[src/rtl/alu_pkg.sv]
// Shared definitions for the ALU share arbiter: op codes, slot state, requester ids.
package alu_pkg;
  localparam logic [2:0] ALU_ADD = 3'b000;
  localparam logic [2:0] ALU_SUB = 3'b001;
  localparam logic [2:0] ALU_AND = 3'b010;
  localparam logic [2:0] ALU_OR  = 3'b011;
  localparam logic [2:0] ALU_XOR = 3'b100;
  localparam logic [2:0] ALU_NOT = 3'b101;
  localparam logic [2:0] ALU_SHL = 3'b110;
  localparam logic [2:0] ALU_SHR = 3'b111;

  typedef enum logic {IDLE = 1'b0, HOLD = 1'b1} state_t;

  localparam logic REQ0 = 1'b0;
  localparam logic REQ1 = 1'b1;
endpackage

[src/rtl/alu.sv]
// Combinational 8-bit ALU; results wrap mod 2^W, shifts are by one with zero fill.
module alu
  import alu_pkg::*;
#(
  parameter int W = 8
) (
  input  logic [W-1:0] a,
  input  logic [W-1:0] b,
  input  logic [2:0]   s,
  output logic [W-1:0] out
);
  always_comb begin
    out = '0;
    case (s)
      ALU_ADD: out = a + b;
      ALU_SUB: out = a - b;
      ALU_AND: out = a & b;
      ALU_OR:  out = a | b;
      ALU_XOR: out = a ^ b;
      ALU_NOT: out = ~a;
      ALU_SHL: out = {a[W-2:0], 1'b0};
      ALU_SHR: out = {1'b0, a[W-1:1]};
      default: out = '0;
    endcase
  end
endmodule

[src/rtl/alu_share_arbiter.sv]
// Round-robin share of one ALU between two requesters with a single registered result slot.
// Optional ALU_FLAGS_EN adds registered rsp_zero / rsp_carry outputs.
module alu_share_arbiter
  import alu_pkg::*;
#(
  parameter int W = 8
) (
  input  logic         clk,
  input  logic         rst_n,
  input  logic         req0_valid,
  output logic         req0_ready,
  input  logic [W-1:0] req0_a,
  input  logic [W-1:0] req0_b,
  input  logic [2:0]   req0_op,
  input  logic         req1_valid,
  output logic         req1_ready,
  input  logic [W-1:0] req1_a,
  input  logic [W-1:0] req1_b,
  input  logic [2:0]   req1_op,
  output logic         rsp0_valid,
  input  logic         rsp0_ready,
  output logic         rsp1_valid,
  input  logic         rsp1_ready,
  output logic [W-1:0] rsp_data
`ifdef ALU_FLAGS_EN
  ,
  output logic         rsp_zero,
  output logic         rsp_carry
`endif
);
  state_t       r_state, w_state_nxt;
  logic         r_owner, r_last;
  logic [W-1:0] r_data;
  logic         w_owner_rdy, w_free, w_g0, w_g1, w_acc;
  logic [W-1:0] w_a, w_b, w_alu;
  logic [2:0]   w_op;

  assign rsp0_valid  = (r_state == HOLD) && (r_owner == REQ0);
  assign rsp1_valid  = (r_state == HOLD) && (r_owner == REQ1);
  assign w_owner_rdy = (r_owner == REQ1) ? rsp1_ready : rsp0_ready;

  always_ff @(posedge clk or negedge rst_n) begin
    if (!rst_n) r_state <= IDLE;
    else        r_state <= w_state_nxt;
  end

  // Ready is gated by rst_n so nothing is offered while reset is held.
  always_comb begin
    w_state_nxt = r_state;
    w_free      = (r_state == IDLE) || w_owner_rdy;
    w_g0        = req0_valid && (!req1_valid || (r_last == REQ1));
    w_g1        = req1_valid && (!req0_valid || (r_last == REQ0));
    req0_ready  = rst_n && w_free && w_g0;
    req1_ready  = rst_n && w_free && w_g1;
    w_acc       = req0_ready || req1_ready;
    case (r_state)
      IDLE:    if (w_acc) w_state_nxt = HOLD;
      HOLD:    if (w_owner_rdy && !w_acc) w_state_nxt = IDLE;
      default: w_state_nxt = IDLE;
    endcase
  end

  assign w_a  = w_g1 ? req1_a  : req0_a;
  assign w_b  = w_g1 ? req1_b  : req0_b;
  assign w_op = w_g1 ? req1_op : req0_op;

  alu #(.W(W)) u_alu (
    .a   (w_a),
    .b   (w_b),
    .s   (w_op),
    .out (w_alu)
  );

  always_ff @(posedge clk or negedge rst_n) begin
    if (!rst_n) begin
      r_data  <= '0;
      r_owner <= REQ0;
      r_last  <= REQ1;
    end else if (w_acc) begin
      r_data  <= w_alu;
      r_owner <= w_g1;
      r_last  <= w_g1;
    end
  end

  assign rsp_data = r_data;

`ifdef ALU_FLAGS_EN
  logic [W:0] w_sum;
  logic       w_carry;
  logic       r_zero, r_carry;

  assign w_sum = {1'b0, w_a} + {1'b0, w_b};

  always_comb begin
    w_carry = 1'b0;
    case (w_op)
      ALU_ADD: w_carry = w_sum[W];
      ALU_SUB: w_carry = (w_a < w_b);
      ALU_SHL: w_carry = w_a[W-1];
      ALU_SHR: w_carry = w_a[0];
      default: w_carry = 1'b0;
    endcase
  end

  always_ff @(posedge clk or negedge rst_n) begin
    if (!rst_n) begin
      r_zero  <= 1'b0;
      r_carry <= 1'b0;
    end else if (w_acc) begin
      r_zero  <= (w_alu == '0);
      r_carry <= w_carry;
    end
  end

  assign rsp_zero  = r_zero;
  assign rsp_carry = r_carry;
`endif
endmodule
[config.mk]
export PLATFORM = sky130hd
export DESIGN_NAME = alu_share_arbiter
export DESIGN_NICKNAME = d
export VERILOG_FILES = /design/src/rtl/alu_pkg.sv /design/src/rtl/alu.sv /design/src/rtl/alu_share_arbiter.sv
export SDC_FILE = /design/constraint.sdc
export NUM_CORES = 1
export LEC_CHECK = 0
export BUFFER_PORTS_ARGS = -buffer_cell sky130_fd_sc_hd__buf_2
export CORE_MARGIN = 2
export CORE_UTILIZATION = 50
export CTS_BUF_LIST = sky130_fd_sc_hd__clkbuf_4 sky130_fd_sc_hd__clkbuf_8 sky130_fd_sc_hd__clkbuf_16
export DETAILED_ROUTE_END_ITERATION = 7
export PLACE_DENSITY = 0.82
export SYNTH_ARGS = -nofsm -noshare
export SYNTH_HDL_FRONTEND = slang
export SYNTH_SLANG_ARGS = --single-unit
[constraint.sdc]
create_clock -name clk -period 4.9 [get_ports clk]
set_clock_uncertainty 0.2 [all_clocks]
set_input_delay 0.98 -clock clk [delete_from_list [all_inputs] [get_ports clk]]
set_output_delay 0.98 -clock clk [all_outputs]
set_load 0.02 [all_outputs]
# Yosys cells after proc, flatten, opt, wreduce, memory -nomap -nowiden
# Cells that the tools add are included.
# Widths: inputs -> output; s select.
[totals]
regBits = 11
inputBits = 44
word_cells = 44
[classes]
n_addsub = 2
eq_ne = 7
n_mux = 8
n_bitwise = 7
n_reduce_logical = 16
[ops]
columns = ["op", "count"]
rows = [
  ["$pmux 8 s8", 1],
  ["$mux 8", 2],
  ["$eq 3x3->1 const B", 4],
  ["$add 8x8->8", 1],
  ["$and 8x8->8", 1],
  ["$logic_and 1x1->1", 8],
  ["$not 8->8", 1],
  ["$or 8x8->8", 1],
  ["$sub 8x8->8", 1],
  ["$xor 8x8->8", 1],
  ["$eq 3x2->1 const B", 2],
  ["$logic_or 1x1->1", 4],
  ["$eq 3x1->1 const B", 1],
  ["$logic_not 1->1", 3],
  ["$logic_not 3->1", 1],
  ["$mux 1", 3],
  ["$mux 3", 1],
  ["$not 1->1", 3],
  ["$pmux 1 s2", 1],
]

# Longest topological paths before layout
[depth]
depth_word = 9
mapped_depth = 16
ltp_nobuf = 13

# By module
# From an unflattened synthesis, not the netlist that was laid out.
[hier_totals]
cells_unflattened = 223
hier_area_um2 = 1931.9
[by_module_without_submodules]
columns = ["module", "instances", "cells_per_inst", "area_per_inst_um2"]
rows = [
  ["alu", 1, 165, 1208.7],
  ["alu_share_arbiter", 1, 58, 723.2],
]

# Worst setup path before layout
# Ideal clock, no wire load.
[synth_timing]
kind = "in2reg"
from = "in req1_valid"
to = "reg r_data[7], in the netlist rsp_data[7]"
arrival_ns = 4.043
t_required_ns = 4.631
slack_ns = 0.588
cell_stages = 16
n_path_buf = 3
cell_sequence = "a21bo_2 > buf_6 > buf_6 > buf_2 > nand2_1 > and2_1 > ha_1 > o21a_1 > inv_1 > ha_1 > nor2b_1 > o31a_1 > o21a_1 > o41a_1 > or4_1 > nand3_1"
[synth_between]
elab_chain_len = 5
word_cells_on_any_way = 25
[synth_rtl]
columns = ["item", "line_no", "rtl"]
rows = [
  ["start, declared", "alu_share_arbiter.sv:15", "input logic req1_valid,"],
  ["parallel branches: the longest is 5 deep, another holds $sub 8x8->8", "-", ""],
  ["end signal, assigned", "alu_share_arbiter.sv:80", "r_data <= w_alu;"],
  ["end, declared", "alu_share_arbiter.sv:33", "logic [W-1:0] r_data;"],
]
# Several ways; the timed one is not identified.
# A chain may end at the register's enable or synchronous reset.

# Worst setup path in the final report
# Ends and elaborated chain as after synthesis.

==> results.md <==
- Average size of a mapped cell: 8.07 sq um
- Seq/Total Area, Yosys: 13.9%
- Setup-failing EPs final: 0
- CTS tree: built
- Root Driver: clkbuf_8
- Share of post-route cells with drive strength above 1: 28.4%
- Crit-path cells: buf_2 -> a21boi_1 -> buf_4 -> mux2i_1 -> xor2_1 -> ha_1 -> o21a_1 -> o31a_1 -> o21a_1 -> o41a_1 -> or4_1 -> nand3_1
- Post-synthesis cell area: 1980 sq um
- Min Tclk post-route: 4.00 ns
- Critical-path maximum fanout: 11
- Synthesized flop and latch total: 11
- Antenna-violating nets left: 0
- Synth unique cells: 62
- Worst rel slew slack: 52.0%
- DR vias/cell: 5.91
- Power Dens Cells: 324 nW/um^2
- Die area: 4490 sq um
- Vias in the first global route: 1957
- Clk sinks: 11
- Setup slack after layout: 0.895 ns
- Pleak: 1.12 nW
- Largest area contributor in the netlist: ha_1
- Final nets: 367
- Max stage delay on crit path: 0.52 ns
- CP required: 4.87 ns
- Most used cell, CP: o21a_1
- Finished Core Util: 62.4%
- CP Buf/Inv Count: 2
- Max cap viols: 0
- Number of diodes: 0
- CP endpoint kind: register
- Clk slew on worst S/H paths: 0.05 ns
- Slew Limit Fails: 0
- GP Congestion: 0.896
- Critical path arrival: 3.97 ns
- WL final: 5140 microns
- Critical Path Start Type: input port
- RSZ-0062 raised after global routing: false
- Layout area overhead: 17.8%
- Skew-Pair Late Insertion Delay: 0.23 ns
- Primary FF master, synth: dfrtp_1
- First-pass GRT wire length: 8490 microns
- Overflow after GRT: 0
- Fin area: 2340 sq um
- Die span in x: 67 microns
- # resized after CTS: 0
- Port buffer count: 55
- Hold buffer count at CTS: 0
- Final setup TNS: 0 ns
- Bufs on Longest Clock Path: 2
- Worst path depth: 12
- Antenna violations before repair: 0
- Top cell type's share of synthesized area: 13.9%
- H-tree Lvls: 1
- FF-to-FF path depth: 12
- Synth cell count leaders: 22 x ha_1, 22 x nor2_1, 19 x nand2_1
- Place WS: 0.677 ns
- GRT Resource Usage Total: 24.5%
- Die H: 67 microns
- Vias: 2052
- Synth area leaders: ha_1 14%, dfrtp_1 13%, mux2i_1 8.1%
- 1st-pass router iterations: 4
- Worst setup path category: in -> reg
- Hold Crit Class: reg -> reg
- Final worst-path cycle share: 81.7%
- Num ports: 56
- Initial Util: 53.0%
- Hold Path Depth: 1
- CP max-delay cell: mux2i_1
- VDD IR-drop max: 171 uV
- Syn_nets: 313
- Fill count: 367
- Status: finished, final reports clean
- Post-CTS Setup Inserts: 0
- HPWL after detailed placement: 4160 microns
- Cell Rows: 22
- Detailed-route DRC error count: 0
- Largest delay contributor family on the critical path: compound AO/OA/AOI/OAI gates
- Synthesized instance count: 246
- Placed standard-cell area: 2290 sq um
- Synth async-reset ratio: 100%
- Post-synth EDFFs: 0
- Iter 0 DRT Violations: 136
- Largest net degree at the start of global routing: 22
- Overall power: 0.758 mW
- Final hold viol count: 0
- Yosys warns: 0
- WL/cell: 14.8 microns
- Core area: 3740 sq um
- Slew @ Worst Pin: 0.707 ns
- Fmax: 250 MHz
- CTS buffer count: 3
==> sequential cells by signal, summed over array words and instances (netlist names) <==
signal / count
r_state: 1
rsp_data: 8
r_last: 1
r_owner: 1
==> layer usage <==
metal	part of all wire [%]	global-route usage, %	routed length (microns)
met1	44	30.5	2270
met5	0	0	0
met4	1.9	5.10	98
met2	49	44.2	2500
met3	5.2	3.72	266
==> worst paths after layout <==
check	start	end	slack (ns)
worst max-delay path	req1_valid	rsp_data[7]	0.90
worst min-delay path	rsp_data[0]	rsp_data[0]	0.28
worst max register to register	r_last	rsp_data[7]	1.30
worst min register to register	rsp_data[0]	rsp_data[0]	0.28
max in group asynchronous	rst_n	r_last	3.83
min in group asynchronous	rst_n	rsp_data[6]	0.41
==> where the power goes <==
part	internal, mW	switching [mW]
combinational	0.213	0.294
sequential	0.134	0.0232
clock	0.0625	0.0317
==> final cells by class <==
type / count / area, sq um / share of cell area [%]
inverter: 18 / 67.6 / 2.89
clock buffer: 4 / 48.8 / 2.09
timing repair buffer: 60 / 313 / 13.4
tap: 48 / 60.1 / 2.57
multi-input combinational: 206 / 1570 / 67.2
sequential: 11 / 277 / 11.8
==> cell families after synthesis <==
logic type / count (synthesis) / synth area share, %
and+or+nand+nor: 82 / 20.2
buffers and inverters: 29 / 6.87
AOI/OAI and AO/OA: 64 / 23.7
muxes: 28 / 16.5
DFF: 11 / 13.9
xor gates and xnor gates: 9 / 3.97
adders and majority gates: 23 / 14.9
==> placed cells by master (no fill, tap or decap), types with 2 or more instances in the layout <==
master,n
xor2_1,3
inv_1,15
buf_2,55
and2_1,4
dfrtp_1,10
nor2b_1,4
nand3b_1,2
mux2_2,4
a211oi_1,3
o21a_1,4
nor4_1,3
a31oi_1,7
inv_2,3
nand2_1,19
nand3_1,5
nor2_1,22
o211ai_1,2
ha_1,22
mux2i_1,16
mux2i_2,5
clkbuf_8,3
nor3_1,13
buf_4,5
a221oi_1,2
a21boi_0,2
a21o_1,2
a32oi_1,2
nor3b_1,2
mux2_4,2
xnor2_1,6
nand2b_1,2
o22ai_1,2
or3_1,2
o21ai_0,11
a21oi_1,8
==> per-stage QoR <==
stage | hold slack (ns) | std cells
5_1_grt | 0.295 | 347
2_1_floorplan | 0.262 | 246
6_report | 0.279 | 347
3_3_place_gp | 0.268 | 343
4_1_cts | 0.285 | 347
3_5_place_dp | 0.264 | 343
(Power assumes the default switching activity.)
